[config.mk]
export PLATFORM = sky130hd
export DESIGN_NAME = divisor_secuencial
export DESIGN_NICKNAME = d
export VERILOG_FILES = /design/src/rtl/divisor_secuencial.sv
export SDC_FILE = /design/constraint.sdc
export NUM_CORES = 1
export LEC_CHECK = 0
export CAP_MARGIN = 20
export CORE_MARGIN = 5
export CORE_UTILIZATION = 50
export CTS_BUF_LIST = sky130_fd_sc_hd__clkbuf_4 sky130_fd_sc_hd__clkbuf_8
export DETAILED_ROUTE_END_ITERATION = 8
export MAX_ROUTING_LAYER = met4
export PLACE_DENSITY = 0.71
export SETUP_SLACK_MARGIN = 0.2
export SYNTH_ARGS = -nofsm -noshare
export SYNTH_HDL_FRONTEND = slang
export SYNTH_SLANG_ARGS = --single-unit
[constraint.sdc]
create_clock -name clk -period 3.4 [get_ports clk]
set_input_delay 0.51 -clock clk [delete_from_list [all_inputs] [get_ports clk]]
set_output_delay 0.51 -clock clk [all_outputs]
set_load 0.1 [all_outputs]
[src/rtl/divisor_secuencial.sv]
// Sequential signed restoring divider: one shift/trial-subtract step per clock,
// truncated quotient and dividend-signed remainder, with a one-cycle DONE.
module divisor_secuencial #(
   parameter int WIDTH = 16
) (
   input  logic             clk,
   input  logic             reset,
   input  logic             init,
   input  logic [WIDTH-1:0] Dividendo,
   input  logic [WIDTH-1:0] Divisor,
   output logic [WIDTH-1:0] Cociente,
   output logic [WIDTH-1:0] Residuo,
   output logic             DONE,
   output logic             BUSY,
   output logic             DIV0,
   output logic             OVF
);

   localparam int CW = $clog2(WIDTH + 1);

   typedef enum logic [2:0] {
      S_IDLE,
      S_LOAD,
      S_ITER,
      S_SIGN,
      S_FIN
   } state_t;

   state_t           r_state;
   logic [WIDTH-1:0] r_dvd;
   logic [WIDTH-1:0] r_dvs;
   logic [WIDTH-1:0] r_q;
   logic [WIDTH-1:0] r_m;
   logic [WIDTH:0]   r_r;
   logic [CW-1:0]    r_cnt;
   logic             r_sign_q;
   logic             r_sign_r;
   logic [WIDTH-1:0] r_coc;
   logic [WIDTH-1:0] r_res;
   logic             r_done;
   logic             r_busy;
   logic             r_div0;
   logic             r_ovf;

   logic [WIDTH-1:0] w_abs_dvd;
   logic [WIDTH-1:0] w_abs_dvs;
   logic [WIDTH+1:0] w_trial;
   logic             w_fits;
   logic [WIDTH-1:0] w_q_signed;
   logic [WIDTH-1:0] w_r_signed;
   logic [WIDTH-1:0] w_min;
   logic             w_is_ovf;

   // |MIN| wraps to 2^(WIDTH-1), which is exactly right as an unsigned magnitude.
   assign w_abs_dvd  = r_dvd[WIDTH-1] ? -r_dvd : r_dvd;
   assign w_abs_dvs  = r_dvs[WIDTH-1] ? -r_dvs : r_dvs;
   assign w_trial    = {r_r, r_q[WIDTH-1]} - {2'b00, r_m};
   assign w_fits     = ~w_trial[WIDTH+1];
   assign w_q_signed = r_sign_q ? -r_q : r_q;
   assign w_r_signed = r_sign_r ? -r_r[WIDTH-1:0] : r_r[WIDTH-1:0];
   assign w_min      = {1'b1, {(WIDTH-1){1'b0}}};
   assign w_is_ovf   = (r_dvd == w_min) && (r_dvs == '1);

   always_ff @(posedge clk or negedge reset) begin
      if (!reset) begin
         r_state  <= S_IDLE;
         r_dvd    <= '0;
         r_dvs    <= '0;
         r_q      <= '0;
         r_m      <= '0;
         r_r      <= '0;
         r_cnt    <= '0;
         r_sign_q <= 1'b0;
         r_sign_r <= 1'b0;
         r_coc    <= '0;
         r_res    <= '0;
         r_done   <= 1'b0;
         r_busy   <= 1'b0;
         r_div0   <= 1'b0;
         r_ovf    <= 1'b0;
      end else begin
         r_done <= 1'b0;
         case (r_state)
            S_IDLE: begin
               if (init) begin
                  r_dvd    <= Dividendo;
                  r_dvs    <= Divisor;
                  r_sign_q <= Dividendo[WIDTH-1] ^ Divisor[WIDTH-1];
                  r_sign_r <= Dividendo[WIDTH-1];
                  r_div0   <= 1'b0;
                  r_ovf    <= 1'b0;
                  r_busy   <= 1'b1;
                  r_state  <= S_LOAD;
               end
            end
            S_LOAD: begin
               r_q   <= w_abs_dvd;
               r_m   <= w_abs_dvs;
               r_r   <= '0;
               r_cnt <= CW'(WIDTH);
               // A zero divisor skips the iterations; SIGN recognises it by M == 0.
               r_state <= (r_dvs == '0) ? S_SIGN : S_ITER;
            end
            S_ITER: begin
               if (w_fits) begin
                  r_r <= w_trial[WIDTH:0];
               end else begin
                  r_r <= {r_r[WIDTH-1:0], r_q[WIDTH-1]};
               end
               r_q   <= {r_q[WIDTH-2:0], w_fits};
               r_cnt <= r_cnt - 1'b1;
               if (r_cnt == CW'(1)) begin
                  r_state <= S_SIGN;
               end
            end
            S_SIGN: begin
               if (r_m == '0) begin
                  r_coc  <= '1;
                  r_res  <= r_dvd;
                  r_div0 <= 1'b1;
               end else begin
                  r_coc <= w_q_signed;
                  r_res <= w_r_signed;
                  r_ovf <= w_is_ovf;
               end
               r_done  <= 1'b1;
               r_state <= S_FIN;
            end
            S_FIN: begin
               r_busy  <= 1'b0;
               r_state <= S_IDLE;
            end
            default: begin
               r_busy  <= 1'b0;
               r_state <= S_IDLE;
            end
         endcase
      end
   end

   assign Cociente = r_coc;
   assign Residuo  = r_res;
   assign DONE     = r_done;
   assign BUSY     = r_busy;
   assign DIV0     = r_div0;
   assign OVF      = r_ovf;

endmodule

==> results by group <==
Status
  – Outcome: complete, no violations

Run
  – # Max-Cap Violations: 0

Clocking
  – Maximum root-to-sink buffer count: 2
  – Clk Latency, worst-skew pair: around 0.44 ns
  – Reg clk slew, reported paths: ~0.080 ns
  – Post-CTS setup repair buffer count: 0
  – Root Driver: clkbuf_8
  – Post-cts repair resize count: 0
  – Hold buffer count at cts: 0
  – CTS Buf Count: 17
  – CTS tree: built
  – H-tree depth: 4
  – Clk sinks: about 130

Worst setup path
  – Crit path arrival time: approximately 3.2 ns
  – FF-to-FF setup slack: 0.57 ns
  – Crit path launch type: register
  – CP Cell Sequence: inv_1 -> ha_1 -> inv_1 -> fa_1 -> a21o_1 -> a221oi_2 -> o41ai_2 -> a31oi_1 -> a21oi_1 -> or4_1 -> nand3_1
  – Worst Path Max Fanout: 4
  – R2R cell count: 11
  – R2r endpoint: r_r[16]
  – CP required: approximately 3.8 ns
  – Crit-path most repeated cell: inv_1
  – CP max stage delay: about 0.40 ns
  – Setup Crit Path Kind: register to register
  – Critical R2R Launch: r_q[15]
  – Critical Path Sink Type: register
  – Critical path's slowest cell: fa_1

Yosys
  – Area share of the largest cell type after synthesis: a little over two fifths
  – Gate Count Post-Synth: around 770
  – Number of synthesized flops with an enable pin: 0
  – Syn Area/Cell: between 9 and 10 um2
  – Sequential share of the synthesized area: between 40% and 50%
  – Synthesized area: slightly above 0.007 mm2
  – Post-synth ARST share: 100%
  – Synth warn: 0
  – Syn_nets: around 830
  – Synth area leaders: dfrtp_1 44%, xor2_1 5.9%, nand2_1 4.7%, o21ai_0 4.6%, mux2_2 4.4%
  – Cell variety after synth: between 50 and 60
  – #FFs+latches synth: roughly 130
  – Synth area leader: dfrtp_1
  – Synth Flop Type: dfrtp_1

Final layout
  – Nets: between 800 and 900
  – Final core occ: 60.6%
  – Layout cells sized above 1: 9.39%
  – Commonest non-fill, non-tap cell in the layout: dfrtp_1
  – Commonest non-fill, non-tap cells in the layout: 126 x dfrtp_1, 90 x nand2_1, 69 x clkdlybuf4s50_1
  – Fillers: between 1,000 and 1,500
  – Design Area, Final: around 0.0085 mm2
  – Number of diodes: 0
  – Area Growth Syn to Fin: 18.3%

Route
  – DRC Markers: 0
  – Vias/cell: slightly below 6
  – Initial DRC Count: 442
  – TritonRoute pass-1 iters: 6
  – WL per Instance: about 18 um
  – Post-route ant nets: 0
  – DR vias: around 6,000
  – Post-Route WL: approximately 19 mm

STA
  – Setup ws final: between 0.5 and 0.6 ns
  – Final hold violation count: 0
  – RSZ-0062 raised after global routing: false
  – Setup TNS: 0 ns
  – Final setup skew: ~0.011 ns
  – Max Slew Vio Count: 0
  – Final period util: between 80% and 90%
  – Slew margin rel.: roughly 28%
  – Final min period: 2.83 ns
  – Max Freq: 0.353 GHz
  – Worst slew pin tran: 1.08 ns
  – Final setup viols: 0

Global route
  – Gr usage total: 24.1%
  – Initial antenna violation count: 0
  – Vias in the first global route: around 6,100
  – Global route total overflow: 0
  – Largest net degree at the start of global routing: 84
  – First-pass GRT wire length: ~31 mm

Die
  – Die H: between 100 and 150 um
  – I/O pins: between 70 and 80
  – Die ar.: 0.0168 mm2
  – Core footprint: 0.0140 mm2
  – Die Wd: between 100 and 150 um
  – Num rows: 43
  – Starting density of the core: 51.3%

Place
  – Routability congestion estimate: approximately 0.91
  – I/O Buffers: 70
  – DP Wirelength: around 14 mm
  – Post-DP Area: around 0.0080 mm2
  – Post-Place Setup Slack: about 0.63 ns

Min path
  – Min-delay worst type: input pin to async pin
## worst max path at each step
stage	end	slack, ns	startpoint
after floorplan	r_r[16]	0.88	r_q[15]
after global placement	r_r[16]	0.69	r_q[15]
after global routing	r_r[16]	0.40	r_q[15]
final	r_r[16]	0.57	r_q[15]
after CTS	r_r[16]	0.60	r_q[15]
after detailed placement	r_r[16]	0.63	r_q[15]
## state kept, by name, indices dropped and copies added (netlist names)
register and count:
r_sign_q 1, r_dvs 16, r_cnt 5, Cociente 16, DONE 1, r_dvd 16
r_r 17, OVF 1, r_state 3, BUSY 1, r_q 16, r_m 16
Residuo 16, DIV0 1
## synth_stat cells (9+ instances only)
library cell and instances:
a21oi_1 48, a22oi_1 14, clkbuf_1 35, dfrtp_1 126, ha_1 23, inv_1 34, mux2_2 28, mux2i_1 16
nand2_1 90, nand3_1 18, nand4_1 9, nor2_1 50, nor3_1 9, nor4_1 9, o21ai_0 66, o21ai_1 19
o31ai_1 15, xnor2_1 18, xor2_1 48
## critical path: cells and delay by family, from the launching register on
family / cells / cell delay, ns
AO/OA/AOI/OAI: 5 / 1.16
flip-flops: 1 / 0.39
AND/OR/NAND/NOR: 2 / 0.48
adder cells (fa/ha/maj): 2 / 0.57
buffers and inverters: 2 / 0.17
## stage by stage
stage          std cells  hold slack (ns)
2_1_floorplan        774            0.214
3_3_place_gp         991            0.455
3_5_place_dp         991            0.458
4_1_cts             1021           0.0743
5_1_grt             1021           0.0946
6_report            1021           0.0694
## final cells by class
cell class | count | area (um2) | share of cell area [%]
Inverter | 34 | 128 | 1.50
Multi-Input combinational cell | 570 | 3720 | 43.8
Clock inverter | 11 | 216 | 2.55
Tap cell | 180 | 225 | 2.66
Clock buffer | 19 | 249 | 2.94
Sequential cell | 126 | 3150 | 37.2
Timing Repair Buffer | 81 | 793 | 9.35
## layer usage
| layer | vias to the layer above | routed length [um] | GRT usage, % |
|---|---|---|---|
| met5 | - | 0 | - |
| met4 | 0 | 263 | 6.60 |
| met3 | 18 | 850 | 4.22 |
| met2 | 155 | 8920 | 37.5 |
| met1 | 2909 | 8470 | 32.9 |
| li1 | 2857 | - | - |
## logic make-up (layout without fill, tap and decap cells)
kind of cell	count (synthesis)	in the layout	share of synthesized area (%)
fa+ha+maj	24	24	4.29
flops	126	126	44.0
xor+xnor	67	67	8.29
buf+inv	78	145	4.33
compound gates	208	208	17.5
simple gates	227	227	15.0
mux	44	44	6.63
Power is not shown: default switching activity piles up to over one toggle a cycle in this logic, so the estimate is an artifact.
